==> config.mk <==
export PLATFORM = sky130hd
export DESIGN_NAME = studio_keypad
export DESIGN_NICKNAME = d
export VERILOG_FILES = /design/src/rtl/studio_keypad.sv
export SDC_FILE = /design/constraint.sdc
export NUM_CORES = 1
export LEC_CHECK = 0
export CAP_MARGIN = 40
export CORE_MARGIN = 5
export CORE_UTILIZATION = 42
export CTS_BUF_LIST = sky130_fd_sc_hd__clkbuf_8
export CTS_CLUSTER_SIZE = 24
export DETAILED_ROUTE_END_ITERATION = 7
export DONT_BUFFER_PORTS = 1
export PLACE_DENSITY = 0.65
export SETUP_SLACK_MARGIN = 0.15
export SYNTH_ARGS = -nofsm -noshare
export SYNTH_HDL_FRONTEND = slang
export SYNTH_SLANG_ARGS = --single-unit
==> constraint.sdc <==
create_clock -name clk -period 1.95 [get_ports clk]
set_input_delay 0.4875 -clock clk [delete_from_list [all_inputs] [get_ports clk]]
set_output_delay 0.4875 -clock clk [all_outputs]
set_load 0.02 [all_outputs]
==> src/rtl/studio_keypad.sv <==
// PS/2 event decoder and two-keypad key-scan responder for the RCA Studio II.
// Optional RCA_KEY_HOLD_EN stretches short key taps to at least HOLD_CYCLES.
module studio_keypad #(
  parameter int unsigned HOLD_CYCLES = 100000,
  parameter int unsigned HOLD_W      = 20
) (
  input  logic        clk,
  input  logic        reset_n,
  input  logic [10:0] ps2_key,
  input  logic        key_sel_wr,
  input  logic [3:0]  key_sel_din,
  output logic        ef3,
  output logic        ef4,
  output logic [9:0]  keys_p1,
  output logic [9:0]  keys_p2
);

  if ((HOLD_CYCLES >> HOLD_W) != 0) begin : g_bad_hold
    $error("HOLD_CYCLES does not fit in HOLD_W bits");
  end

  logic       armed;
  logic       last_tog;
  logic       event_hit;
  logic       make;
  logic [3:0] key_sel;
  logic [3:0] idx;
  logic [1:0] hit;
  logic [9:0] key_bit;
  logic [9:0] keys [2];
  logic [15:0] scan_p1;
  logic [15:0] scan_p2;

  // The first cycle after reset only captures the toggle, so a stale toggle is never an event.
  assign event_hit = armed && (ps2_key[10] != last_tog);
  assign make      = ps2_key[9];
  assign key_bit   = 10'b1 << idx;

  always_ff @(posedge clk or negedge reset_n) begin
    if (!reset_n) begin
      armed    <= 1'b0;
      last_tog <= 1'b0;
      key_sel  <= 4'hF;
    end else begin
      armed    <= 1'b1;
      last_tog <= ps2_key[10];
      if (key_sel_wr) key_sel <= key_sel_din;
    end
  end

  // Extended codes are skipped: E0-prefixed arrows reuse the numpad scancodes.
  always_comb begin
    hit = '0;
    idx = '0;
    if (event_hit && !ps2_key[8]) begin
      case (ps2_key[7:0])
        8'h45: begin hit = 2'b01; idx = 4'd0; end
        8'h16: begin hit = 2'b01; idx = 4'd1; end
        8'h1E: begin hit = 2'b01; idx = 4'd2; end
        8'h26: begin hit = 2'b01; idx = 4'd3; end
        8'h25: begin hit = 2'b01; idx = 4'd4; end
        8'h2E: begin hit = 2'b01; idx = 4'd5; end
        8'h36: begin hit = 2'b01; idx = 4'd6; end
        8'h3D: begin hit = 2'b01; idx = 4'd7; end
        8'h3E: begin hit = 2'b01; idx = 4'd8; end
        8'h46: begin hit = 2'b01; idx = 4'd9; end
        8'h70: begin hit = 2'b10; idx = 4'd0; end
        8'h69: begin hit = 2'b10; idx = 4'd1; end
        8'h72: begin hit = 2'b10; idx = 4'd2; end
        8'h7A: begin hit = 2'b10; idx = 4'd3; end
        8'h6B: begin hit = 2'b10; idx = 4'd4; end
        8'h73: begin hit = 2'b10; idx = 4'd5; end
        8'h74: begin hit = 2'b10; idx = 4'd6; end
        8'h6C: begin hit = 2'b10; idx = 4'd7; end
        8'h75: begin hit = 2'b10; idx = 4'd8; end
        8'h7D: begin hit = 2'b10; idx = 4'd9; end
        default: begin hit = '0; idx = '0; end
      endcase
    end
  end

`ifdef RCA_KEY_HOLD_EN
  logic [HOLD_W-1:0] cnt  [2];
  logic [9:0]        pend [2];

  // Breaks during the hold window are deferred; all deferred keys drop once the counter is 0.
  always_ff @(posedge clk or negedge reset_n) begin
    if (!reset_n) begin
      for (int unsigned p = 0; p < 2; p++) begin
        keys[p] <= '0;
        cnt[p]  <= '0;
        pend[p] <= '0;
      end
    end else begin
      for (int unsigned p = 0; p < 2; p++) begin
        if (hit[p] && make) begin
          keys[p] <= keys[p] | key_bit;
          pend[p] <= pend[p] & ~key_bit;
          cnt[p]  <= HOLD_W'(HOLD_CYCLES);
        end else begin
          if (cnt[p] != '0) cnt[p] <= cnt[p] - HOLD_W'(1);
          if (hit[p] && (cnt[p] != '0)) begin
            pend[p] <= pend[p] | key_bit;
          end else if (cnt[p] == '0) begin
            keys[p] <= keys[p] & ~pend[p] & ~(hit[p] ? key_bit : 10'b0);
            pend[p] <= '0;
          end
        end
      end
    end
  end
`else
  always_ff @(posedge clk or negedge reset_n) begin
    if (!reset_n) begin
      for (int unsigned p = 0; p < 2; p++) keys[p] <= '0;
    end else begin
      for (int unsigned p = 0; p < 2; p++) begin
        if (hit[p]) keys[p] <= make ? (keys[p] | key_bit) : (keys[p] & ~key_bit);
      end
    end
  end
`endif

  // Zero-extending to 16 entries makes selections 10-15 read as not pressed.
  assign scan_p1 = {6'b0, keys[0]};
  assign scan_p2 = {6'b0, keys[1]};

  always_ff @(posedge clk or negedge reset_n) begin
    if (!reset_n) begin
      ef3 <= 1'b0;
      ef4 <= 1'b0;
    end else begin
      ef3 <= scan_p1[key_sel];
      ef4 <= scan_p2[key_sel];
    end
  end

  assign keys_p1 = keys[0];
  assign keys_p2 = keys[1];

endmodule

==> run summary <==
The post-synthesis instance total was 181; the power density over the cells was 501 nW/µm². The checks that failed: setup timing. The synthesized area per cell was 10.6 µm². The floorplan has 24 rows. For this configuration, the core starts out at a cell density of 43.8%. In this run the vertical extent of the chip is 77.6 µm.

The smallest clock period supported by the final layout is computed as 1.97 ns. The largest fanout on the critical path is 14. In this run, CTS created clock tree buffers numbering 3.

The tree is rooted in a clkbuf_8. The run gives 100 as the violation count after the first detailed-routing iteration. In this run the static leakage power is 0.00106 µW. In this run the cell area of the synthesized design comes to 1920 µm².

The final worst setup slack is -0.0207 ns, and the signal arrival time at the worst endpoint is 2.13 ns. For this block, the routed nets add up to 4.92 mm of wire. In the layout the commonest cells are buf_4 (25), dfrtp_1 (24), mux2_4 (16), nor2b_1 (7), nand3_1 (7).

The run gives 3.58 mm as the half-perimeter wire length of the detailed placement result. The number of iterations in the first detailed-routing pass came out at 4. The antenna diode instance count came out at 0.

For the maximum clock path buffer count, the log shows 2. For this run, design rule violations remaining after detail routing come to 0. After detailed routing, the average wire length per cell comes to 19.3 µm.

Number of hold violations in the final report: 0. Number of global-route vias before repair: 1526. The reported net switching power was 284 µW. For the count of H-tree levels built during CTS, the log shows 1. The pin count of the biggest net entering global routing was 25.

The width of the die was 77.6 µm; the TritonCTS sink count was 28. The total global routing track utilization is 15.9%, and the number of vias after detailed routing is 1516. Net switching share of the total power: 22.5%. The die covers 6020 µm². For this block, wires on met1 add up to 2.15 mm.

Of the synthesized area, sequential elements account for 36.7%. The worst hold path belongs to the class in2async. The count of pins over their slew limit was 0; the count of synthesis-stage warnings from yosys was 0. The share of cells above drive strength 1 is 50.7%, and the initial antenna violation count is 0.

Timing would allow up to 0.507 GHz. The library cell used most frequently in the layout, excluding fill and tap cells, is buf_4. Required time of the worst setup path: 2.11 ns.

The proportion of synthesized flip-flops having asynchronous set or reset came out at 100%. The first global-routing pass estimated 7.95 mm of wire. The tools report the max-cap violation count as 0.

The element type at the critical path start is a primary input. The share of the core filled with cells in the final layout came out at 57.4%. The residual antenna-violating net count after detailed routing was 0; the net total in the final layout was 222. The number of nets handed over by synthesis was 199.

Across the VDD grid, the largest voltage drop is 0.321 mV. The share of the clock period used by the worst path after layout is 101%. The total of endpoints with negative setup slack in the final report is 4, and the clock latency at the later pin of the worst-skew pair is 0.27 ns.

During placement, the flow inserted port buffers numbering 0. The area share of fa/ha/maj cells after synthesis is 0%. The critical path class is in2reg. Final hold analysis gives a worst-case slack of 0.0410 ns. Measured against the total synthesized area, the mux share comes to 22.1%. For the weighted congestion reported at the end of routability-driven placement, the log shows 0.848.

Routed signal wires occupy layers up through met4. TritonCTS built the clock tree. Post-synthesis share of cell area spent on xor and xnor gates: 1.82%. Nature of the critical path endpoint: a flop. The count of unique library cells instantiated by Yosys is 53. By area, the combinational part of the netlist is dominated by simple AND/OR/NAND/NOR gates.

Setup repair after global routing could not meet its margin everywhere. The worst setup timing slack at the placement stage is -0.442 ns, and the length of routed met2 wiring is 2.48 mm. The post-synthesis simple-gate area fraction came out at 25.4%. The flow ran to the end, but the final reports show violations. The register clock-pin slew on the reported worst setup and hold paths is 0.09 ns. The post-route non-filler standard cell count is 255, and the total placed cells including tap cells is 244.

I/O pin total: 40. The run gives 0 as the global route total overflow. In this run, synthesis produced a sequential element count of 28. The share of total power dissipated in sequential elements is 50.5%. The met3 layer wire length in the routed design came out at 267 µm. The internal portion of total power was 977 µW. The routed via count divided by cell count was 5.95; the share of total power in combinational logic was 13.6%. The synthesis-to-finish area growth works out to 31.1%. The count of flip-flops with a built-in enable after synthesis came out at 0. Most frequently used flop master after synthesis: dfrtp_1. The synthesized netlist devotes 9.77% of its cell area to compound gates. The clock network is responsible for 35.9% of the overall power. For the placeable core area, the log shows 4380 µm². On the final layout, the worst clock skew is 0.00364 ns.
[worst paths after layout]
check	slack (ns)	start	depth (start not counted)	endpoint
worst min-delay path	0.04	reset_n	0	key_sel[2]
max in group asynchronous	0.98	reset_n	2	armed
min in group clk	0.23	ps2_key[10]	0	last_tog
worst max-delay path	-0.02	ps2_key[1]	6	flop
worst max register to register	0.11	last_tog	6	flop
worst min register to register	0.57	key_sel[2]	2	ef4
[timing repair]
| action | 4_1_cts | 5_1_grt |
|---|---|---|
| gates resized for setup | 25 | 28 |
| buffers inserted | 1 | 4 |
| endpoints found under the hold margin | 24 | 0 |
| hold buffers | 1 | 0 |
| pin swaps | 6 | 7 |
| endpoints found under the setup margin | 20 | 19 |
[Yosys cell counts, types with 3 or more instances]
| master | count | area (µm²) |
|---|---|---|
| xor2_1 | 3 | 26.3 |
| o21ai_0 | 6 | 30.0 |
| nor2_1 | 9 | 33.8 |
| nand3_1 | 10 | 50.1 |
| nor3_1 | 3 | 15.0 |
| mux2i_1 | 6 | 60.1 |
| clkbuf_1 | 3 | 11.3 |
| mux2_4 | 4 | 60.1 |
| dfstp_2 | 4 | 105 |
| mux2_2 | 14 | 158 |
| nand2_1 | 8 | 30.0 |
| mux4_2 | 4 | 90.1 |
| mux2_1 | 5 | 56.3 |
| buf_4 | 4 | 30.0 |
| nand4_1 | 5 | 31.3 |
| nand2b_1 | 4 | 25.0 |
| nand3b_1 | 6 | 45.0 |
| o41ai_1 | 3 | 26.3 |
| dfrtp_1 | 24 | 601 |
| buf_2 | 4 | 20.0 |
| nor2b_1 | 10 | 62.6 |
| nor4_1 | 4 | 25.0 |
[layout make-up]
cell class | count | area [µm²]
clock buffer | 3 | 41.3
clock inverter | 1 | 30.0
fill | 354 | 1870
inverter | 1 | 3.75
multi-input combinational | 140 | 1430
sequential | 28 | 706
tap | 52 | 65.1
timing repair buffer | 30 | 246
[through the flow]
stage / total power, µW / instance area [µm²] / TNS [ns]
6_report: 1260 / 2520 / -0.0474
5_1_grt: 1310 / 2520 / -0.259
4_1_cts: 1250 / 2350 / 0
3_5_place_dp: 775 / 2130 / -6.00
3_3_place_gp: 772 / 2130 / -5.27
2_1_floorplan: 768 / 2000 / -4.98
[cells by family after synthesis]
group,count (synthesis)
and+or+nand+nor,78
muxes,33
DFF,28
AOI/OAI and AO/OA,24
buffers and inverters,13
xor gates and xnor gates,4
other,1
[power groups by stage]
stage / logic (µW) / clock network (µW) / registers (µW)
floorplan: 133 / 0 / 635
global placement: 124 / 0 / 647
detailed placement: 126 / 0 / 649
CTS: 149 / 463 / 638
global route: 185 / 486 / 642
finish: 171 / 453 / 637
[per-layer routing]
layer  vias up  global-route usage (%)
met5         -                       0
met3         5                    3.82
li1        721                       -
met4         0                    2.58
met2        31                    26.2
met1       759                    21.7
[worst max-delay path, stage by stage]
cell	delay (ns)
nor2b_1	0.12
and4b_1	0.20
or4_4	0.58
a211oi_4	0.33
nand2_1	0.12
mux2_4	0.31
No activity file was read; power rests on OpenSTA's default activity.
